$ cat config.mk
export PLATFORM = sky130hd
export DESIGN_NAME = msk_rx_acq_ctrl
export DESIGN_NICKNAME = d
export VERILOG_FILES = /design/src/rtl/msk_rx_pkg.sv /design/src/rtl/acq_lock_det.sv /design/src/rtl/msk_rx_acq_ctrl.sv
export SDC_FILE = /design/constraint.sdc
export NUM_CORES = 1
export LEC_CHECK = 0
export CAP_MARGIN = 20
export CORE_MARGIN = 2
export CORE_UTILIZATION = 30
export DETAILED_ROUTE_END_ITERATION = 8
export PLACE_DENSITY = 0.61
export SETUP_SLACK_MARGIN = 0.02
export SYNTH_ARGS = -nofsm -noshare
export SYNTH_HDL_FRONTEND = slang
export SYNTH_SLANG_ARGS = --single-unit
$ cat constraint.sdc
create_clock -name clk -period 5.6 [get_ports clk]
set_input_delay 1.68 -clock clk [delete_from_list [all_inputs] [get_ports clk]]
set_output_delay 1.68 -clock clk [all_outputs]
set_load 0.02 [all_outputs]
$ cat src/rtl/msk_rx_pkg.sv
// Shared types and helpers for the MSK receive acquisition sequencer.
// The acquisition state encodings double as the debug state_o value.
package msk_rx_pkg;

  typedef enum logic [2:0] {
    StIdle    = 3'd0,
    StTimAcq  = 3'd1,
    StCfoEst  = 3'd2,
    StNcoLoad = 3'd3,
    StTrack   = 3'd4,
    StLocked  = 3'd5
  } acq_state_t;

  // Absolute value one bit wider than the input, so the most negative value needs no wrap.
  // Callers sign-extend their EW-bit error into x.
  function automatic logic [64:0] abs_ext(input logic signed [63:0] x);
    logic signed [64:0] xe;
    xe = 65'(x);
    return xe[64] ? $unsigned(-xe) : $unsigned(xe);
  endfunction

endpackage

$ cat src/rtl/acq_lock_det.sv
// Phase-error lock detector: threshold compare on |phase_err| plus saturating
// good/bad run counters. The top decides state; this block only reports hits.
module acq_lock_det
  import msk_rx_pkg::*;
#(
  parameter int unsigned EW          = 24,
  parameter int unsigned LOCK_THR    = 2 ** (EW - 4),
  parameter int unsigned LOCK_SYMS   = 128,
  parameter int unsigned UNLOCK_SYMS = 32
) (
  input  logic          clk,
  input  logic          reset_n,
  input  logic          err_val,
  input  logic [EW-1:0] phase_err,
  input  logic          clear,
  input  logic          locked,
  output logic          lock_hit,
  output logic          unlock_hit
);

  localparam int unsigned GoodW = $clog2(LOCK_SYMS) + 1;
  localparam int unsigned BadW  = $clog2(UNLOCK_SYMS) + 1;

  logic [GoodW-1:0] good_cnt_q, good_cnt_d;
  logic [BadW-1:0]  bad_cnt_q, bad_cnt_d;
  logic [64:0]      err_abs;
  logic             err_good;

  always_comb begin
    err_abs    = abs_ext(64'($signed(phase_err)));
    err_good   = err_abs < 65'(LOCK_THR);
    lock_hit   = err_val && !locked && err_good && (good_cnt_q == GoodW'(LOCK_SYMS - 1));
    unlock_hit = err_val && locked && !err_good && (bad_cnt_q == BadW'(UNLOCK_SYMS - 1));
  end

  always_comb begin
    good_cnt_d = good_cnt_q;
    bad_cnt_d  = bad_cnt_q;
    if (clear) begin
      good_cnt_d = '0;
      bad_cnt_d  = '0;
    end else if (locked) begin
      good_cnt_d = '0;
      if (err_val) begin
        bad_cnt_d = err_good ? '0 : ((bad_cnt_q == '1) ? bad_cnt_q : bad_cnt_q + 1'b1);
      end
    end else begin
      bad_cnt_d = '0;
      if (err_val) begin
        good_cnt_d = !err_good ? '0 : ((good_cnt_q == '1) ? good_cnt_q : good_cnt_q + 1'b1);
      end
    end
  end

  always_ff @(posedge clk or negedge reset_n) begin
    if (!reset_n) begin
      good_cnt_q <= '0;
      bad_cnt_q  <= '0;
    end else begin
      good_cnt_q <= good_cnt_d;
      bad_cnt_q  <= bad_cnt_d;
    end
  end

endmodule

$ cat src/rtl/msk_rx_acq_ctrl.sv
// MSK receive acquisition sequencer: timing settle, coarse CFO, NCO preload,
// fine tracking and lock supervision. Outputs are Moore-decoded from state.
module msk_rx_acq_ctrl
  import msk_rx_pkg::*;
#(
  parameter int unsigned PW          = 32,
  parameter int unsigned EW          = 24,
  parameter int unsigned TACQ_SYMS   = 512,
  parameter int unsigned CFO_TIMEOUT = 4096,
  parameter int unsigned LOCK_THR    = 2 ** (EW - 4),
  parameter int unsigned LOCK_SYMS   = 128,
  parameter int unsigned UNLOCK_SYMS = 32
) (
  input  logic          clk,
  input  logic          reset_n,
  input  logic          enable_i,
  input  logic          sym_val_i,
  input  logic          cfo_done_i,
  input  logic [PW-1:0] cfo_word_i,
  input  logic          err_val_i,
  input  logic [EW-1:0] phase_err_i,
  output logic          cfo_en_o,
  output logic          nco_load_o,
  output logic [PW-1:0] nco_word_o,
  output logic          track_en_o,
  output logic          locked_o,
  output logic          timeout_o,
  output logic [2:0]    state_o
);

  localparam int unsigned SymMax = (TACQ_SYMS > CFO_TIMEOUT) ? TACQ_SYMS : CFO_TIMEOUT;
  localparam int unsigned SymW   = $clog2(SymMax) + 1;

  acq_state_t      state_q, state_d;
  logic [SymW-1:0] sym_cnt_q, sym_cnt_d;
  logic [PW-1:0]   nco_word_q, nco_word_d;
  logic            timeout_q, timeout_d;
  logic            tacq_hit, cfo_to_hit, in_track;
  logic            det_err_val, det_clear, lock_hit, unlock_hit;

  always_comb begin
    in_track    = (state_q == StTrack) || (state_q == StLocked);
    tacq_hit    = sym_val_i && (sym_cnt_q == SymW'(TACQ_SYMS - 1));
    cfo_to_hit  = sym_val_i && (sym_cnt_q == SymW'(CFO_TIMEOUT - 1));
    det_err_val = err_val_i && enable_i && in_track;
    det_clear   = !in_track || !enable_i;
  end

  acq_lock_det #(
    .EW          (EW),
    .LOCK_THR    (LOCK_THR),
    .LOCK_SYMS   (LOCK_SYMS),
    .UNLOCK_SYMS (UNLOCK_SYMS)
  ) u_lock_det (
    .clk        (clk),
    .reset_n    (reset_n),
    .err_val    (det_err_val),
    .phase_err  (phase_err_i),
    .clear      (det_clear),
    .locked     (state_q == StLocked),
    .lock_hit   (lock_hit),
    .unlock_hit (unlock_hit)
  );

  always_ff @(posedge clk or negedge reset_n) begin
    if (!reset_n) begin
      state_q <= StIdle;
    end else begin
      state_q <= state_d;
    end
  end

  always_comb begin
    state_d = state_q;
    if (!enable_i) begin
      state_d = StIdle;
    end else begin
      unique case (state_q)
        StIdle:    state_d = StTimAcq;
        StTimAcq:  if (tacq_hit) state_d = StCfoEst;
        // A done pulse beats a simultaneous timeout.
        StCfoEst: begin
          if (cfo_done_i) begin
            state_d = StNcoLoad;
          end else if (cfo_to_hit) begin
            state_d = StTimAcq;
          end
        end
        StNcoLoad: state_d = StTrack;
        StTrack:   if (lock_hit) state_d = StLocked;
        StLocked:  if (unlock_hit) state_d = StTimAcq;
        default:   state_d = StIdle;
      endcase
    end
  end

  // Symbol counter restarts on every state change and only runs while settling or estimating.
  always_comb begin
    sym_cnt_d = '0;
    if (enable_i && (state_d == state_q) && ((state_q == StTimAcq) || (state_q == StCfoEst))) begin
      sym_cnt_d = !sym_val_i ? sym_cnt_q :
                  ((sym_cnt_q == '1) ? sym_cnt_q : sym_cnt_q + 1'b1);
    end
    nco_word_d = (enable_i && (state_q == StCfoEst) && cfo_done_i) ? cfo_word_i : nco_word_q;
    timeout_d  = timeout_q;
    if (!enable_i) begin
      timeout_d = 1'b0;
    end else if ((state_q == StCfoEst) && (state_d == StTimAcq)) begin
      timeout_d = 1'b1;
    end
  end

  always_ff @(posedge clk or negedge reset_n) begin
    if (!reset_n) begin
      sym_cnt_q  <= '0;
      nco_word_q <= '0;
      timeout_q  <= 1'b0;
    end else begin
      sym_cnt_q  <= sym_cnt_d;
      nco_word_q <= nco_word_d;
      timeout_q  <= timeout_d;
    end
  end

  always_comb begin
    cfo_en_o   = (state_q == StCfoEst);
    nco_load_o = (state_q == StNcoLoad);
    track_en_o = in_track;
    locked_o   = (state_q == StLocked);
    timeout_o  = timeout_q;
    nco_word_o = nco_word_q;
    state_o    = state_q;
  end

endmodule

==> results.py <==
metrics = {
    "run_status": {
        "outcome": "finished, final reports clean",
    },
    "critical_path": {
        "worst_path_dominant_cell_family": "buffers and inverters",
        "worst-path-max-fanout": 10,
        "critical_path_class": "flip-flop to output pin",
        "critical_path.cell_chain": "nor3b_1, clkdlybuf4s50_1",
        "cpPeakStageDelay_ns": 0.72,
        "critical_path_buf_inv_count": 1,
        "crit_path_launch_type": "flip-flop",
        "crit_path_end_kind": "output pin",
        "critical_path.slowest_cell": "sky130_fd_sc_hd__clkdlybuf4s50_1",
        "r2r_start": "sym_cnt_q[9]",
        "worst-r2r-cell-count": 4,
        "required_ns": 3.92,
        "destination_of_the_worst_register_to_register_timing_path": "sym_cnt_q[6]",
        "crit_arrival_ns": 2.11,
        "timing.reg2reg.setup_slack_ns": 3.29,
    },
    "global_route": {
        "grt_pass1_wl_um": 12600,
        "grt_remaining_overflow": 0,
        "grt_start_max_net_pins": 34,
        "antenna_found_initial": 0,
        "gr-usage-all-layers_pct": 13.9,
        "vias_in_the_first_global_route": 2651,
    },
    "routing": {
        "drt-pass1-iter-count": 4,
        "number_of_vias_per_cell": 4.95,
        "drc": 0,
        "vias": 2588,
        "dr.first_iter.drc_count": 67,
        "postRouteAntennaNets": 0,
        "route.detailed.wl_per_inst_um": 14.4,
        "wirelength_um": 7540,
    },
    "clocking": {
        "tritoncts": "done",
        "ctsLongestPathBuffers": 2,
        "holdBufCountCts": 0,
        "cts_repair_resize_count": 0,
        "cts_root_buf": "sky130_fd_sc_hd__clkbuf_8",
        "postCtsSetupBuffers": 0,
        "clkSinkCount": 63,
        "cts_max_level": 3,
        "clkLatencyLatePin_ns": 0.34,
        "clk_pin_slew_worst_paths_ns": 0.08,
        "total_clock_buffers_created_by_cts": 9,
    },
    "power_and_ir_drop": {
        "power.ir.vdd_worst_mv": 0.118,
        "leakage_nw": 1.82,
        "power_density_mw_per_mm2": 220,
        "post-layout-total-power_w": 0.000988,
    },
    "floorplan": {
        "chipWidth_um": 106,
        "die_y_extent_um": 106,
        "placeableCoreArea_sq_mm": 0.0102,
        "starting_density_of_the_core_pct": 30.6,
        "fp.dieArea_sq_mm": 0.0113,
        "boundaryPins": 102,
        "num_rows": 37,
    },
    "layout": {
        "final_core_utilization_pct": 43.9,
        "postLayoutCellArea_sq_mm": 0.00449,
        "drive_gt1_share_pct": 18.1,
        "design.final.nets": 447,
        "diodes": 0,
        "fillCellCount": 978,
        "area_growth_syn_to_layout_pct": 43.7,
    },
    "synthesis": {
        "synth_edf_count": 0,
        "post_synth_inst_count": 277,
        "netlist.top_cell.by_area": "sky130_fd_sc_hd__dfrtp_1",
        "seq_area_frac_synth_pct": 50.4,
        "netlist.area_leader.share_pct": 50.4,
        "synth_async_sr_flop_share_pct": 100,
        "synth_warnings": 0,
        "synth_area_leaders": "sky130_fd_sc_hd__dfrtp_1 (50%), sky130_fd_sc_hd__mux2_2 (12%), sky130_fd_sc_hd__a21oi_2 (2.8%)",
        "post_synth_num_cell_types": 47,
        "syn_area_sq_mm": 0.00313,
        "ys_dominant_reg_cell": "sky130_fd_sc_hd__dfrtp_1",
        "number_of_flip_flops_and_latches_in_the_synthesized_netlist": 63,
        "avgSynthCellArea_sq_um": 11.3,
        "syn-num-nets": 342,
    },
    "sta": {
        "worst_clock_skew_ns": 0.00849,
        "tns_ns": 0,
        "report.final.slew_viol_count": 0,
        "setup_repair_after_global_routing_missed_its_margin": "no",
        "slew_headroom_pct": 37.5,
        "report.final.setup_viol": 0,
        "final_critical_period_ns": 3.79,
        "worst_slew_pin_slew_ns": 0.927,
        "finalHoldViolCount": 0,
        "min_period_over_period_pct": 67.6,
        "achievable-frequency_mhz": 264,
    },
    "flow_run": {
        "cap_violations": 0,
    },
    "placed_design": {
        "routabilityCongestion": 0.746,
        "port_buffers": 101,
        "postPlaceCellArea_sq_mm": 0.00426,
        "dp.final_hpwl_um": 5360,
    },
    "hold_path": {
        "worstHoldEndpoint": "nco_word_o[7]",
        "hold_depth": 1,
        "min_path_type": "flip-flop to flip-flop",
        "launch_point_of_the_worst_hold_path": "nco_word_o[7]",
    },
}
stage by stage:
stage / hold WS, ns / cells / setup slack (ns)
after floorplan: 0.517 / 277 / 2.54
after global placement: 0.486 / 507 / 1.71
after global routing: 0.526 / 523 / 1.74
after detailed placement: 0.492 / 507 / 1.64
after CTS: 0.511 / 523 / 1.79
final: 0.507 / 523 / 1.81
where the power goes:
part | leakage [nW] | total (W) | switching (W) | internal, W
Sequential | 0.878 | 0.000457 | 0.00000171 | 0.000455
Combinational | 0.827 | 0.0000713 | 0.0000280 | 0.0000433
Clock | 0.113 | 0.000459 | 0.000194 | 0.000265
Total | 1.82 | 0.000988 | 0.000224 | 0.000764
layer usage:
metal  vias up  global-route usage (%)  wire (um)
li1       1247                       -          -
met1      1273                    17.0       3350
met2        57                    23.7       3710
met3        11                    3.56        353
met4         0                    5.08        113
met5         -                       0          0
final cells by class:
type                       count  area (sq um)  share of cell area, %
sequential                    63          1580                   35.1
tap                          136           170                   3.79
timing repair buffer         103          1020                   22.7
inverter                       7          26.3                  0.585
clock inverter                 6          93.8                   2.09
clock buffer                  10           138                   3.06
multi-input combinational    198          1470                   32.7
synth_stat cells (2+ instances only):
master and instances:
sky130_fd_sc_hd__inv_1 7, sky130_fd_sc_hd__clkbuf_1 5, sky130_fd_sc_hd__a211oi_1 8, sky130_fd_sc_hd__mux2i_1 2, sky130_fd_sc_hd__nand3b_1 3, sky130_fd_sc_hd__mux2_2 32
sky130_fd_sc_hd__o31ai_1 2, sky130_fd_sc_hd__o21a_1 3, sky130_fd_sc_hd__nor4_1 10, sky130_fd_sc_hd__a41oi_1 2, sky130_fd_sc_hd__or2b_1 2, sky130_fd_sc_hd__nor3b_1 5
sky130_fd_sc_hd__nor2b_1 4, sky130_fd_sc_hd__ha_1 3, sky130_fd_sc_hd__nor2_1 9, sky130_fd_sc_hd__nand2_1 15, sky130_fd_sc_hd__nor3_1 5, sky130_fd_sc_hd__a21oi_2 10
sky130_fd_sc_hd__a31o_2 2, sky130_fd_sc_hd__nand3_1 10, sky130_fd_sc_hd__nand4_1 8, sky130_fd_sc_hd__xnor2_1 9, sky130_fd_sc_hd__a21oi_1 15, sky130_fd_sc_hd__and3_1 5
sky130_fd_sc_hd__dfrtp_1 63, sky130_fd_sc_hd__buf_6 3, sky130_fd_sc_hd__and2_1 3, sky130_fd_sc_hd__o21ai_0 9, sky130_fd_sc_hd__a31oi_1 2, sky130_fd_sc_hd__nand4b_1 3
sky130_fd_sc_hd__xor2_1 2
logic make-up (layout without fill, tap and decap cells):
| logic type | count (synthesis) | in the layout | share of synthesized area (%) |
|---|---|---|---|
| AO/OA/AOI/OAI | 59 | 59 | 13.0 |
| AND/OR/NAND/NOR | 91 | 91 | 17.4 |
| XOR/XNOR | 11 | 11 | 3.08 |
| flip-flops | 63 | 63 | 50.4 |
| multiplexers | 34 | 34 | 12.2 |
| buffers and inverters | 16 | 126 | 2.64 |
| adder cells (fa/ha/maj) | 3 | 3 | 1.20 |
flip-flops by register name (all words and copies together) (netlist names):
register,flops
state_o,3
u_lock_det.bad_cnt_q,6
timeout_o,1
u_lock_det.good_cnt_q,8
nco_word_o,32
sym_cnt_q,13
worst reg2reg max path, stage by stage, from the launching register on:
cell	delay, ns
sky130_fd_sc_hd__dfrtp_1	0.43
sky130_fd_sc_hd__or4b_1	0.53
sky130_fd_sc_hd__or4_4	0.46
sky130_fd_sc_hd__nand4b_1	0.60
sky130_fd_sc_hd__a21oi_1	0.14
placed cells by master (no fill, tap or decap), types with 3 or more instances in the layout:
master,count
sky130_fd_sc_hd__inv_1,7
sky130_fd_sc_hd__a21oi_2,10
sky130_fd_sc_hd__and3_1,5
sky130_fd_sc_hd__o21a_1,3
sky130_fd_sc_hd__nor2_1,9
sky130_fd_sc_hd__mux2_2,32
sky130_fd_sc_hd__nor3_1,5
sky130_fd_sc_hd__nor4_1,10
sky130_fd_sc_hd__clkbuf_8,10
sky130_fd_sc_hd__ha_1,3
sky130_fd_sc_hd__nor3b_1,5
sky130_fd_sc_hd__clkinv_4,3
sky130_fd_sc_hd__clkdlybuf4s50_1,100
sky130_fd_sc_hd__a211oi_1,8
sky130_fd_sc_hd__a21oi_1,15
sky130_fd_sc_hd__o21ai_0,9
sky130_fd_sc_hd__nand4b_1,3
sky130_fd_sc_hd__nand3b_1,3
sky130_fd_sc_hd__nor2b_1,4
sky130_fd_sc_hd__nand3_1,10
sky130_fd_sc_hd__nand4_1,8
sky130_fd_sc_hd__dfrtp_1,63
sky130_fd_sc_hd__xnor2_1,9
sky130_fd_sc_hd__nand2_1,15
sky130_fd_sc_hd__and2_1,3
worst max-delay path by stage:
| stage | start | endpoint | slack (ns) | cells after the start |
|---|---|---|---|---|
| detailed placement | sym_val_i | sym_cnt_q[6] | 1.64 | 5 |
| global placement | sym_val_i | sym_cnt_q[7] | 1.71 | 5 |
| finish | state_o[0] | cfo_en_o | 1.81 | 2 |
| global route | state_o[0] | cfo_en_o | 1.74 | 2 |
| floorplan | sym_val_i | sym_cnt_q[0] | 2.54 | 6 |
| CTS | state_o[0] | cfo_en_o | 1.79 | 2 |
Power figures use the tool's default switching activity.
==> variant, RTL diff (same flow settings) <==
`UNLOCK_SYMS` is set to 32 in 2 places; all go to 16.
--- a/src/rtl/acq_lock_det.sv
+++ b/src/rtl/acq_lock_det.sv
@@ -6,7 +6,7 @@
   parameter int unsigned EW          = 24,
   parameter int unsigned LOCK_THR    = 2 ** (EW - 4),
   parameter int unsigned LOCK_SYMS   = 128,
-  parameter int unsigned UNLOCK_SYMS = 32
+  parameter int unsigned UNLOCK_SYMS = 16
 ) (
   input  logic          clk,
   input  logic          reset_n,
--- a/src/rtl/msk_rx_acq_ctrl.sv
+++ b/src/rtl/msk_rx_acq_ctrl.sv
@@ -9,7 +9,7 @@
   parameter int unsigned CFO_TIMEOUT = 4096,
   parameter int unsigned LOCK_THR    = 2 ** (EW - 4),
   parameter int unsigned LOCK_SYMS   = 128,
-  parameter int unsigned UNLOCK_SYMS = 32
+  parameter int unsigned UNLOCK_SYMS = 16
 ) (
   input  logic          clk,
   input  logic          reset_n,
Behaviour: same outputs for any inputs over 10 cycles, from zero or initial values and one cycle with reset_n low; that may be too few to reach the edited logic, so the function may still have changed.
==> variant against the unedited design <==
  * Synthesized area down 0.84%
  * Critical path depth up 4
  * Design area down 0.92%
  * Total power down 3.1%
  * Sequential power down 2%
  * Setup slack better by 0.14 ns
  * Worst hold slack worse by 0.0037 ns
  * Largest power group is now registers
  * Cell count up 0.96%
  * Critical path type is now input port to register
  * Sequential share of layout area down 0.24 points
  * Sequential cell count down 1
  * Wire length down 2.6%
  * Highest routed layer unchanged
==> variant: results (changes against the unedited design) <==
syn-num-nets: 349  # was 342
grt_util_all_layers: 0.1373  # was 0.1392
synth_common_cells: "dfrtp_1 (62), mux2_2 (31), nor2_1 (28)"  # was dfrtp_1 (63), mux2_2 (32), a21oi_1 (15), nand2_1 (15)
instances_no_fill: 528  # was 523
yosysUniqueCellTypes: 49  # was 47
period_share: 0.6511  # was 0.6760
synth-seq-area-share: 0.5004  # was 0.5042
num-fill-cells: 983  # was 978
dr.pass1.iters: 5  # was 4
status: "completed"  # unchanged
first_iter_violations: 69  # was 67
vdd_drop_max_mv: 0.1137  # was 0.1181 mV
grt_pass1_vias: 2586  # was 2651
path_max_fanout: 19  # was 10
synth.area.top_cells: "dfrtp_1 (50%), mux2_2 (11%), nor2_1 (3.4%)"  # was dfrtp_1 (50%), mux2_2 (12%), a21oi_2 (2.8%)
vias: 2515  # was 2588
routabilityCongestion: 0.7968  # was 0.7457
grt_pass1_wl_microns: 12420  # was 12600 microns
r2r_slack_ns: 3.28  # was 3.29 ns
nets: 454  # was 447
slowest_delay_ns: 0.62  # was 0.72 ns
postSynthAreaPerCell_sq_um: 10.99  # was 11.29 sq um
hpwlAfterDp_microns: 5426  # was 5359 microns
final_layout_size_suffix_gt1_frac: 0.1658  # was 0.1809
dp_cells: 512  # was 507
grt_max_degree: 43  # was 34
power_leakage_nw: 1.870  # was 1.818 nW
post-place-ws_ns: 1.556  # was 1.641 ns
## variant: cell count changes in the layout (fill, tap and decap cells not counted), sizes merged, moves of 4 or more
cell | before | now
nor2 | 9 | 28
a21oi | 25 | 7
nand2 | 15 | 23
nand3 | 10 | 18
a211oi | 8 | 1
nand2b | 0 | 6
nor3b | 6 | 0
o21ai | 11 | 5
inv | 7 | 11
o311ai | 0 | 4
## variant: cell type report
type,instances,share of cell area
well taps,136,0.03822
inverters,10,0.008432
flip-flops and latches,62,0.3485
multi-input cells,201,0.3257
clock inverters,7,0.02192
repair buffers,103,0.2293
clock buffers,9,0.02782
## variant: layer usage
layer	GRT usage	part of all wire	up-vias
li1	-	-	1222
met1	0.1623	0.42	1203
met2	0.2295	0.48	81
met3	0.05628	0.082	9
met4	0.03947	0.010	0
met5	0	0	-
## variant: cells by family (layout without fill, tap and decap cells)
| family | count (synthesis) | after routing | synth area share |
|---|---|---|---|
| adders and majority gates | 5 | 5 | 0.02018 |
| AOI/OAI and AO/OA | 35 | 35 | 0.08757 |
| DFF | 62 | 62 | 0.5004 |
| buffers and inverters | 19 | 129 | 0.03188 |
| and+or+nand+nor | 116 | 116 | 0.2054 |
| xor gates and xnor gates | 9 | 9 | 0.02543 |
| muxes | 36 | 36 | 0.1291 |
## variant: worst paths after layout
check | from | end | cells after the start
max in group asynchronous | reset_n | sym_cnt_q[6] | 2
hold / removal | nco_word_o[6] | nco_word_o[6] | 1
setup reg to reg | state_o[0] | nco_word_o[15] | 5
min in group asynchronous | reset_n | u_lock_det.bad_cnt_q[0] | 1
setup / recovery | enable_i | nco_word_o[15] | 6
hold reg to reg | nco_word_o[6] | nco_word_o[6] | 1
## variant: metrics by stage
step,power (W),util,hold WS [ns]
detailed placement,0.0005282,0.4154,0.4970
floorplan,0.0004708,-,0.4714
global placement,0.0005273,0.4154,0.4852
finish,0.0009566,0.4371,0.5034
global route,0.0009996,0.4371,0.5268
CTS,0.0009722,0.4371,0.5114
## variant: critical path: cells and delay by family
| kind | cells | cell delay [ns] |
|---|---|---|
| buffers and inverters | 2 | 1.06 |
| and+or+nand+nor | 3 | 0.84 |
| muxes | 1 | 0.29 |
## variant: where the power goes
group          total [W]  leakage [nW]  switching [W]  internal, W
registers       0.000450         0.864     0.00000161     0.000448
logic          0.0000680         0.901      0.0000253    0.0000428
clock network   0.000439         0.106       0.000187     0.000252
total           0.000957          1.87       0.000214     0.000743
